--- config.mk ---
export PLATFORM = sky130hd
export DESIGN_NAME = conv_ch_sequencer
export DESIGN_NICKNAME = d
export VERILOG_FILES = /design/src/rtl/conv_ch_sequencer.sv
export SDC_FILE = /design/constraint.sdc
export NUM_CORES = 1
export LEC_CHECK = 0
export CORE_MARGIN = 2
export CORE_UTILIZATION = 44
export CTS_CLUSTER_DIAMETER = 30
export DETAILED_ROUTE_END_ITERATION = 16
export PLACE_DENSITY_LB_ADDON = 0.05
export SETUP_SLACK_MARGIN = 0.1
export SYNTH_ARGS = -nofsm -noshare
export SYNTH_HDL_FRONTEND = slang
export SYNTH_SLANG_ARGS = --single-unit
export TNS_END_PERCENT = 100
--- constraint.sdc ---
create_clock -name i_clk -period 2.25 [get_ports i_clk]
set_input_delay 0.5625 -clock i_clk [delete_from_list [all_inputs] [get_ports i_clk]]
set_output_delay 0.5625 -clock i_clk [all_outputs]
set_load 0.05 [all_outputs]
--- src/rtl/conv_ch_sequencer.sv ---
// Two-level (output group x input channel) convolution pass sequencer with programmable drain.
// Optional cycle/stall counters are built when CONV_SEQ_PERF_EN is defined.
module conv_ch_sequencer #(
    parameter int CH_W      = 7,
    parameter int OCH_W     = 4,
    parameter int DRAIN_CYC = 3
) (
    input  logic             i_clk,
    input  logic             i_rst,
    input  logic             i_start,
    input  logic [CH_W-1:0]  i_num_ch,
    input  logic [OCH_W-1:0] i_num_och,
    input  logic             i_w_ended,
    input  logic             i_pass_done,
    input  logic             i_abort,
    output logic             o_busy,
    output logic [CH_W-1:0]  o_ch_idx,
    output logic [OCH_W-1:0] o_och_idx,
    output logic             o_w_load_req,
    output logic             o_compute_en,
    output logic             o_load,
    output logic             o_done,
    output logic             o_err
`ifdef CONV_SEQ_PERF_EN
    ,
    output logic [31:0]      o_cycles,
    output logic [31:0]      o_stall
`endif
);

    typedef enum logic [2:0] {
        S_IDLE,
        S_WLOAD,
        S_COMPUTE,
        S_NEXT,
        S_DRAIN,
        S_DONE
    } state_t;

    localparam logic [3:0] DRAIN_LAST = (DRAIN_CYC == 0) ? 4'd0 : 4'(DRAIN_CYC - 1);

    state_t           state_q, state_d;
    logic [CH_W-1:0]  num_ch_q, num_ch_d;
    logic [OCH_W-1:0] num_och_q, num_och_d;
    logic [CH_W-1:0]  ch_idx_q, ch_idx_d;
    logic [OCH_W-1:0] och_idx_q, och_idx_d;
    logic [3:0]       drain_cnt_q, drain_cnt_d;
    logic             err_q, err_d;

    logic start_ok;
    logic abort_hit;
    logic ch_more;
    logic och_last;

    assign start_ok  = i_start && (i_num_ch != '0) && (i_num_och != '0);
    assign abort_hit = i_abort && (state_q != S_IDLE);
    // Terminal compares are done before incrementing so full-scale counts never wrap.
    assign ch_more   = ch_idx_q < num_ch_q;
    assign och_last  = och_idx_q == (num_och_q - OCH_W'(1));

    always_ff @(posedge i_clk) begin
        if (i_rst) begin
            state_q     <= S_IDLE;
            num_ch_q    <= '0;
            num_och_q   <= '0;
            ch_idx_q    <= '0;
            och_idx_q   <= '0;
            drain_cnt_q <= '0;
            err_q       <= 1'b0;
        end else begin
            state_q     <= state_d;
            num_ch_q    <= num_ch_d;
            num_och_q   <= num_och_d;
            ch_idx_q    <= ch_idx_d;
            och_idx_q   <= och_idx_d;
            drain_cnt_q <= drain_cnt_d;
            err_q       <= err_d;
        end
    end

    always_comb begin
        state_d = state_q;
        if (abort_hit) begin
            state_d = S_IDLE;
        end else begin
            case (state_q)
                S_IDLE:    if (start_ok) state_d = S_WLOAD;
                S_WLOAD:   if (i_w_ended) state_d = S_COMPUTE;
                S_COMPUTE: if (i_pass_done) state_d = S_NEXT;
                S_NEXT: begin
                    if (ch_more || !och_last) state_d = S_WLOAD;
                    else if (DRAIN_CYC == 0)  state_d = S_DONE;
                    else                      state_d = S_DRAIN;
                end
                S_DRAIN:   if (drain_cnt_q == DRAIN_LAST) state_d = S_DONE;
                S_DONE:    state_d = S_IDLE;
                default:   state_d = S_IDLE;
            endcase
        end
    end

    always_comb begin
        num_ch_d    = num_ch_q;
        num_och_d   = num_och_q;
        ch_idx_d    = ch_idx_q;
        och_idx_d   = och_idx_q;
        drain_cnt_d = drain_cnt_q;
        err_d       = err_q;
        if (abort_hit) begin
            ch_idx_d  = '0;
            och_idx_d = '0;
        end else begin
            case (state_q)
                S_IDLE: begin
                    if (start_ok) begin
                        num_ch_d  = i_num_ch;
                        num_och_d = i_num_och;
                        ch_idx_d  = CH_W'(1);
                        och_idx_d = '0;
                        err_d     = 1'b0;
                    end else if (i_start) begin
                        err_d = 1'b1;
                    end
                end
                S_NEXT: begin
                    drain_cnt_d = '0;
                    if (ch_more) begin
                        ch_idx_d = ch_idx_q + CH_W'(1);
                    end else if (!och_last) begin
                        ch_idx_d  = CH_W'(1);
                        och_idx_d = och_idx_q + OCH_W'(1);
                    end
                end
                S_DRAIN: drain_cnt_d = drain_cnt_q + 4'd1;
                S_DONE: begin
                    ch_idx_d  = '0;
                    och_idx_d = '0;
                end
                default: ;
            endcase
        end
        if ((i_w_ended && state_q != S_WLOAD) || (i_pass_done && state_q != S_COMPUTE)) begin
            err_d = 1'b1;
        end
    end

    always_comb begin
        o_busy       = state_q != S_IDLE;
        o_w_load_req = state_q == S_WLOAD;
        o_compute_en = state_q == S_COMPUTE;
        o_load       = state_q == S_DONE;
        o_done       = state_q == S_DONE;
    end

    assign o_ch_idx  = ch_idx_q;
    assign o_och_idx = och_idx_q;
    assign o_err     = err_q;

`ifdef CONV_SEQ_PERF_EN
    logic [31:0] cycles_q, cycles_d;
    logic [31:0] stall_q, stall_d;

    always_ff @(posedge i_clk) begin
        if (i_rst) begin
            cycles_q <= '0;
            stall_q  <= '0;
        end else begin
            cycles_q <= cycles_d;
            stall_q  <= stall_d;
        end
    end

    // Counters saturate rather than wrap; they hold after o_done until the next accepted start.
    always_comb begin
        cycles_d = cycles_q;
        stall_d  = stall_q;
        if (state_q == S_IDLE && start_ok) begin
            cycles_d = '0;
            stall_d  = '0;
        end else begin
            if ((state_q == S_WLOAD || state_q == S_COMPUTE) && cycles_q != '1) begin
                cycles_d = cycles_q + 32'd1;
            end
            if (state_q == S_WLOAD && stall_q != '1) begin
                stall_d = stall_q + 32'd1;
            end
        end
    end

    assign o_cycles = cycles_q;
    assign o_stall  = stall_q;
`endif

endmodule

* Yosys cells after proc, flatten, opt, wreduce, memory -nomap -nowiden
Index checks and enable logic that the tools add are counted.
** Storage, ports and cells
- Input bits :: 17
- Word-level logic and storage cells :: 73
- Flip-flop bits (word level) :: 30
- Output and inout bits :: 17
** Operators by class
- Magnitude comparators :: 1
- Eq/ne operators :: 17
- Reductions and logical operators :: 23
- Multiplexer cells :: 20
- Bitwise gates (word level) :: 1
- Add/subtract/negate cells :: 4
** Operator list (count)
- $mux 7 :: 3
- $pmux 7 s3 :: 1
- $mux 3 :: 5
- $pmux 3 s5 :: 1
- $mux 4 :: 3
- $ne 2x2->1 const B :: 6
- $pmux 4 s3 :: 1
- $reduce_and 3->1 :: 3
- $reduce_bool 3->1 :: 3
- $add 4x1->4 const B :: 2
- $pmux 4 s2 :: 1
- $reduce_and 4->1 :: 2
- $add 7x1->7 const B :: 1
- $lt 7x7->1 :: 1
- $reduce_bool 7->1 :: 1
- $eq 3x2->1 const B :: 2
- $eq 3x3->1 const B :: 2
- $logic_and 1x1->1 :: 5
- $mux 1 :: 5
- $eq 4x2->1 const B :: 1
- $eq 4x4->1 :: 1
- $reduce_bool 2->1 :: 2
- $reduce_bool 4->1 :: 1
- $sub 4x1->4 const B :: 1
- other kinds (11) :: 12

* Logic depth before layout (Yosys ltp)
Gate-level depths: netlist of the first run.
- Word-level depth :: 7
- Mapped depth :: 9
- Gate-level depth less buffers :: 8

* Worst setup path after synthesis of the first run
Ideal clock, no wire load.
- Path type :: flip-flop to flip-flop
- Start :: register ch_idx_q[4] (netlist: o_ch_idx[4])
- End :: register ch_idx_q[6] (netlist: o_ch_idx[6])
- Period minus slack after synthesis :: 2.439 ns
- Data required time :: 2.180 ns
- Library setup time :: 0.070 ns
- Path slack :: -0.189 ns
- Arrival :: 2.369 ns
- Cell stages (with the launch flop) :: 9
- Path buffers :: 1
- Cell sequence :: dfxtp_1 -> ha_1 -> a21o_1 -> a221o_1 -> a31oi_1 -> o31ai_2 -> buf_6 -> or3_1 -> a21oi_1
** Between the ends
- Cells in the longest elaborated chain, start to end :: 3
- Elaborated cells on any way between the ends :: 6
- Classes of those cells :: 1 x add/sub; 1 x order compare; 1 x eq/ne; 2 x mux; 1 x reduce/logical
** RTL lines
- start: declaration :: RTL line 45 : logic [CH_W-1:0] ch_idx_q, ch_idx_d;
- start signal: assignment :: RTL line 74 : ch_idx_q <= ch_idx_d;
- $add 7x1->7 or $lt 7x7->1 (tied branches) :: RTL line 128, 58
- $mux 7 or $ne 3x3->1 (tied branches)
- $pmux 7 s3 or $reduce_and 3->1 (tied branches)
Several ways; a longest one is shown, not always the timed one.
A chain may end at the register's enable or synchronous reset.

* Final worst setup path of the first run
- Start :: input i_num_och[1]
- End :: register och_idx_q[3] (netlist: o_och_idx[3])
** Between the ends
- Cells in the longest elaborated chain, start to end :: 4
** RTL lines
- start: declaration :: RTL line 12 : input logic [OCH_W-1:0] i_num_och,
- $reduce_bool 4->1 :: RTL line 55 : assign start_ok = i_start && (i_num_ch != '0) && (i_num_och != '0);
- $logic_and 1x1->1 :: RTL line 55
- $ne 2x2->1 (no source line)
- $reduce_and 4->1 (no source line)
- end signal: assignment :: RTL line 75 : och_idx_q <= och_idx_d;
- end: declaration :: RTL line 46 : logic [OCH_W-1:0] och_idx_q, och_idx_d;
Every way passes these cells.

==> impl_metrics.tcl, run 1 <==
set metrics [dict create \
    status "completed" \
    wl_um 4580 \
    synth.cell_area_um2 1710 \
    ant_nets 0 \
    synth_top_area_cell "dfxtp_1" \
    numPortBuffers 33 \
    synthFlopType "dfxtp_1" \
    grt_overflow 0 \
    nets 298 \
    die_area_um2 4410 \
    yosys_warnings 0 \
    clkLatencyLatePin_ns 0.28 \
    grt_usage 0.205 \
    setup_viol 0 \
    place_ws_ns -0.251 \
    cts_root_buf "clkbuf_8" \
    design_area_um2 2610 \
    cpPeakStageDelay_ns 0.51 \
    post-route-drc-count 0 \
    yosysSeqAreaShare 0.350 \
    dpl.hpwl_um 3050 \
    drtIter0Drc 84 \
    peakVddDrop_mv 0.465 \
    met2_usage 0.324 \
    first_pass_iters 5 \
    htreeDepth 2 \
    path_delay_family "compound AO/OA/AOI/OAI gates" \
    clock_skew_ns 0.00934 \
    crit_chain "clkdlybuf4s50_1 -> o41ai_2 -> buf_4 -> a211oi_4 -> a21o_4 -> o211ai_4 -> or3_1 -> a21oi_1" \
    path_buf_inv 2 \
    clk_pin_slew_ns 0.06 \
    globalRouteMet1Util 0.279 \
    grt_pass1_wl_um 6980 \
    cap_violations 0 \
    fp.dieH_um 66.4 \
    required_ns 2.45 \
    gp_congestion 0.816 \
    vias 1718 \
    final_util 0.703 \
    cp_slowest_cell "clkdlybuf4s50_1" \
    fin_ws_ns 0.132 \
    area_growth_pct 52.4 \
    multi_input_area_um2 1240 \
    report.power.total_mw 1.83 \
    seq_area_um2 618 \
    critPathMaxFanout 7 \
    placed_cell_area_um2 2240 \
    hold_ws_ns 0.512 \
    via_per_inst 5.40 \
    hold_path_class "reg -> reg" \
    p_leak_nw 1.04 \
    maxSlewViolCount 0 \
    drive_gt1_frac 0.274 \
    cts_tree "built" \
    synth.distinct_cells 46 \
    yosys_register_bits 30 \
    hold_buffers 0 \
    crit_arrival_ns 2.32 \
    synth_cells 214 \
    io_pins 34 \
    relSlewSlack 0.658 \
    netlist_top_cells_area "dfxtp_1, nor2_1, ha_1" \
    cts_buffer_depth 2 \
    max_slew.worst_pin.slew_ns 0.512 \
    grt_pass1_vias 1518 \
    avgSynthCellArea_um2 8.01 \
    met3_usage 0.0528 \
    top_usage_layer "met2" \
    hp-start "drain_cnt_q[2]$_SDFFE_PP0P_" \
    antenna_found_initial 0 \
    cp-end-kind "register" \
    r2r-start "num_och_q[0]$_SDFFE_PP0P_" \
    die_x_um 66.4 \
    period_share 0.942 \
    rows 22 \
    fmax_mhz 472 \
    startpoint "i_num_och[1]" \
    start_util 0.461 \
    nFillCells 293 \
    grt_max_degree 21 \
    rsz0062_at_grt "true" \
    power.density_nw_per_um2 701 \
    synth_edf_count 0 \
    cts.sinks 30 \
    synthArstFlopShare 0 \
    start_kind "primary input" \
    synth_fp_nets 242 \
    min_period_ns 2.12 \
    n_antenna_cell 0 \
    core_um2 3720 \
    yosys-top-cells-count "nor2_1, dfxtp_1, a21oi_1, inv_1, ha_1" \
    yosysMostFrequentCell "nor2_1" \
    hold_viol 0 \
    wire_per_inst_um 14.4 \
    path_class "in -> reg" \
    cts_buffers 5 \
    yosys.area.top_type_share 0.350 \
]
## timing repair
action | 4_1_cts | 5_1_grt
setup endpoints to repair | 11 | 15
cloned | 0 | 1
pin swaps | 1 | 12
resized for setup | 9 | 31
hold endpoints to repair | 0 | 0
setup buffers | 0 | 7
## flip-flops by register name, summed over array words and instances, names as in the netlist
register,count
state_q,3
o_err,1
drain_cnt_q,4
o_och_idx,4
o_ch_idx,7
num_och_q,4
num_ch_q,7
## where the power goes
part           total [mW]  switching [mW]  internal, mW
clock network       0.430           0.188         0.242
logic               0.772           0.440         0.333
registers           0.629          0.0539         0.575
## stage by stage
stage | TNS, ns | cells
2_1_floorplan | 0 | 214
3_3_place_gp | -2.40 | 303
6_report | 0 | 318
4_1_cts | 0 | 310
5_1_grt | 0 | 318
3_5_place_dp | -2.23 | 303
## worst paths after layout
path	cells after the start	slack, ns	end
max	8	0.13	o_och_idx[3]$_SDFFE_PP0P_
min	2	0.51	drain_cnt_q[2]$_SDFFE_PP0P_
max reg2reg	9	0.20	o_ch_idx[1]$_SDFFE_PP0P_
min reg2reg	2	0.51	drain_cnt_q[2]$_SDFFE_PP0P_
## cells in the final DEF, fill, tap and decap left out, drive strengths merged, types with 3 or more instances in the layout
cell type,instances
a211oi,3
a21o,4
a21oi,24
and2,5
buf,28
clkbuf,7
clkdlybuf4s50,24
dfxtp,30
dlymetal6s2s,4
ha,11
inv,15
mux2i,5
nand2,9
nand3,4
nor2,38
nor3,4
nor4,3
o21ai,12
or3,8
xnor2,3
xor2,3
## worst reg2reg max path, stage by stage (launching register included)
cell and delay, ns:
dfxtp_2 0.34, inv_2 0.05, ha_4 0.25, xnor2_4 0.15
nor4b_2 0.25, a22oi_2 0.10, buf_4 0.18, o31ai_4 0.36
mux2i_1 0.23, nor2_1 0.05
## final cells by class
class / count / area share
multi-input cells: 162 / 0.475
flip-flops and latches: 30 / 0.237
repair buffers: 56 / 0.211
clock buffers: 7 / 0.0330
well taps: 48 / 0.0230
inverters: 15 / 0.0216
## per-layer routing
layer  up-vias  wire (um)
met1       798       2100
met2        50       2220
met3         4        209
met5         -          0
met4         0         42
li1        866          -
## cell families (layout without fill, tap and decap cells)
group / count (synthesis) / count (layout) / share of synthesized area
simple gates: 83 / 83 / 0.239
compound gates: 56 / 57 / 0.212
flops: 30 / 30 / 0.350
buf+inv: 23 / 78 / 0.0577
fa+ha+maj: 11 / 11 / 0.0803
xor+xnor: 6 / 6 / 0.0307
mux: 5 / 5 / 0.0292
Note: power is estimated with default switching activity, not from simulation.
==> inputs of run 2 (changes only) <==
CORE_MARGIN = not set   (was 2)
PLACE_DENSITY = 0.74   (was not set)
PLACE_DENSITY_LB_ADDON = not set   (was 0.05)
clock period = 2 ns   (was 2.25 ns; I/O delays follow)
==> impl_metrics.tcl, run 2 (same netlist as run 1, synthesis figures left out) <==
set metrics [dict create \
    cp-end-kind "register" \
    fin_ws_ns -0.143 \
    clk_pin_slew_ns 0.06 \
    peakVddDrop_mv 0.575 \
    gp_congestion 0.837 \
    period_share 1.07 \
    hold_buffers 0 \
    clock_skew_ns 0.00578 \
    n_antenna_cell 0 \
    cts.sinks 30 \
    area_growth_pct 63.5 \
    power.density_nw_per_um2 790 \
    core_um2 3690 \
    grt_pass1_vias 1783 \
    grt_pass1_wl_um 8180 \
    maxSlewViolCount 0 \
    wire_per_inst_um 16.7 \
    htreeDepth 2 \
    die_area_um2 4150 \
    vias 1897 \
    wl_um 5670 \
    cts_buffers 5 \
    via_per_inst 5.60 \
    hold_viol 0 \
    start_kind "register" \
    violations "setup timing" \
    hold_depth 2 \
    crit_arrival_ns 2.31 \
    antenna_found_initial 0 \
    report.power.total_mw 2.21 \
    grt_usage 0.258 \
    nFillCells 255 \
    final_common_cell "buf_4" \
    nets 318 \
    rsz0062_at_grt "true" \
    path_class "reg -> reg" \
    required_ns 2.17 \
    status "finished, violations left" \
    reg2reg_depth 7 \
    hold_path_class "reg -> reg" \
    drive_gt1_frac 0.430 \
    post-route-drc-count 0 \
    numPortBuffers 33 \
    setup_viol 12 \
    p_leak_nw 1.18 \
    start_util 0.465 \
    final_util 0.760 \
    tns_ns -1.06 \
    cap_violations 0 \
    die_x_um 64.4 \
    io_pins 34 \
    fmax_mhz 467 \
    grt_max_degree 21 \
    final_cell_mix "buf_4, nor2_1, a21oi_1, dfxtp_2" \
    cts_tree "built" \
    rows 22 \
    cts_buffer_depth 2 \
    first_pass_iters 4 \
    cts_root_buf "clkbuf_8" \
    drtIter0Drc 124 \
    clkLatencyLatePin_ns 0.28 \
    ant_nets 0 \
    min_period_ns 2.14 \
    relSlewSlack 0.675 \
    placed_cell_area_um2 2410 \
    critPathMaxFanout 7 \
    dpl.hpwl_um 3250 \
    grt_overflow 0 \
    max_slew.worst_pin.slew_ns 0.489 \
    fp.dieH_um 64.4 \
    design_area_um2 2800 \
]
-- run 2: timing repair --
| item | 4_1_cts | 5_1_grt |
|---|---|---|
| cloned | 1 | 0 |
| setup endpoints to repair | 22 | 19 |
| hold endpoints to repair | 0 | 0 |
| buffers inserted | 8 | 7 |
| pin swaps | 19 | 11 |
| gates resized for setup | 42 | 25 |
-- run 2: area by class of cell --
| class | count | area (um^2) | share of cell area |
|---|---|---|---|
| clock buffer | 8 | 80.1 | 0.0286 |
| inverter | 15 | 60.1 | 0.0214 |
| multi-input combinational | 162 | 1270 | 0.454 |
| sequential | 30 | 631 | 0.225 |
| tap | 48 | 60.1 | 0.0214 |
| timing repair buffer | 76 | 698 | 0.249 |
-- run 2: critical path, stage by stage, from the launching register on --
cell and delay, ns:
dfxtp_4 0.35, ha_4 0.24, and2_4 0.15, a221o_1 0.41
a311o_1 0.40, o211ai_4 0.18, mux2i_1 0.24, nor2_1 0.05
-- run 2: path summary, 6_finish.rpt --
check	startpoint	endpoint	slack [ns]
worst max register to register	o_ch_idx[6]$_SDFFE_PP0P_	o_och_idx[1]$_SDFFE_PP0P_	-0.14
worst max-delay path	o_ch_idx[6]$_SDFFE_PP0P_	o_och_idx[1]$_SDFFE_PP0P_	-0.14
worst min-delay path	drain_cnt_q[2]$_SDFFE_PP0P_	drain_cnt_q[2]$_SDFFE_PP0P_	0.51
worst min register to register	drain_cnt_q[2]$_SDFFE_PP0P_	drain_cnt_q[2]$_SDFFE_PP0P_	0.51
-- run 2: report_power, final --
group / internal [mW] / switching [mW]
combinational: 0.470 / 0.577
sequential: 0.650 / 0.0456
clock: 0.247 / 0.224
-- run 2: routing by layer --
metal / track usage / vias up / share of wire
met5: 0 / - / 0
met4: 0.119 / 0 / 0.044
met3: 0.0440 / 25 / 0.055
met2: 0.447 / 77 / 0.49
met1: 0.310 / 883 / 0.41
li1: - / 912 / -
-- run 2: metrics by stage --
step | hold slack, ns | worst slack, ns | std cells
floorplan | 0.452 | -0.0442 | 214
global placement | 0.489 | -0.415 | 316
CTS | 0.501 | -0.0525 | 333
detailed placement | 0.491 | -0.493 | 316
finish | 0.512 | -0.143 | 339
global route | 0.537 | -0.206 | 339
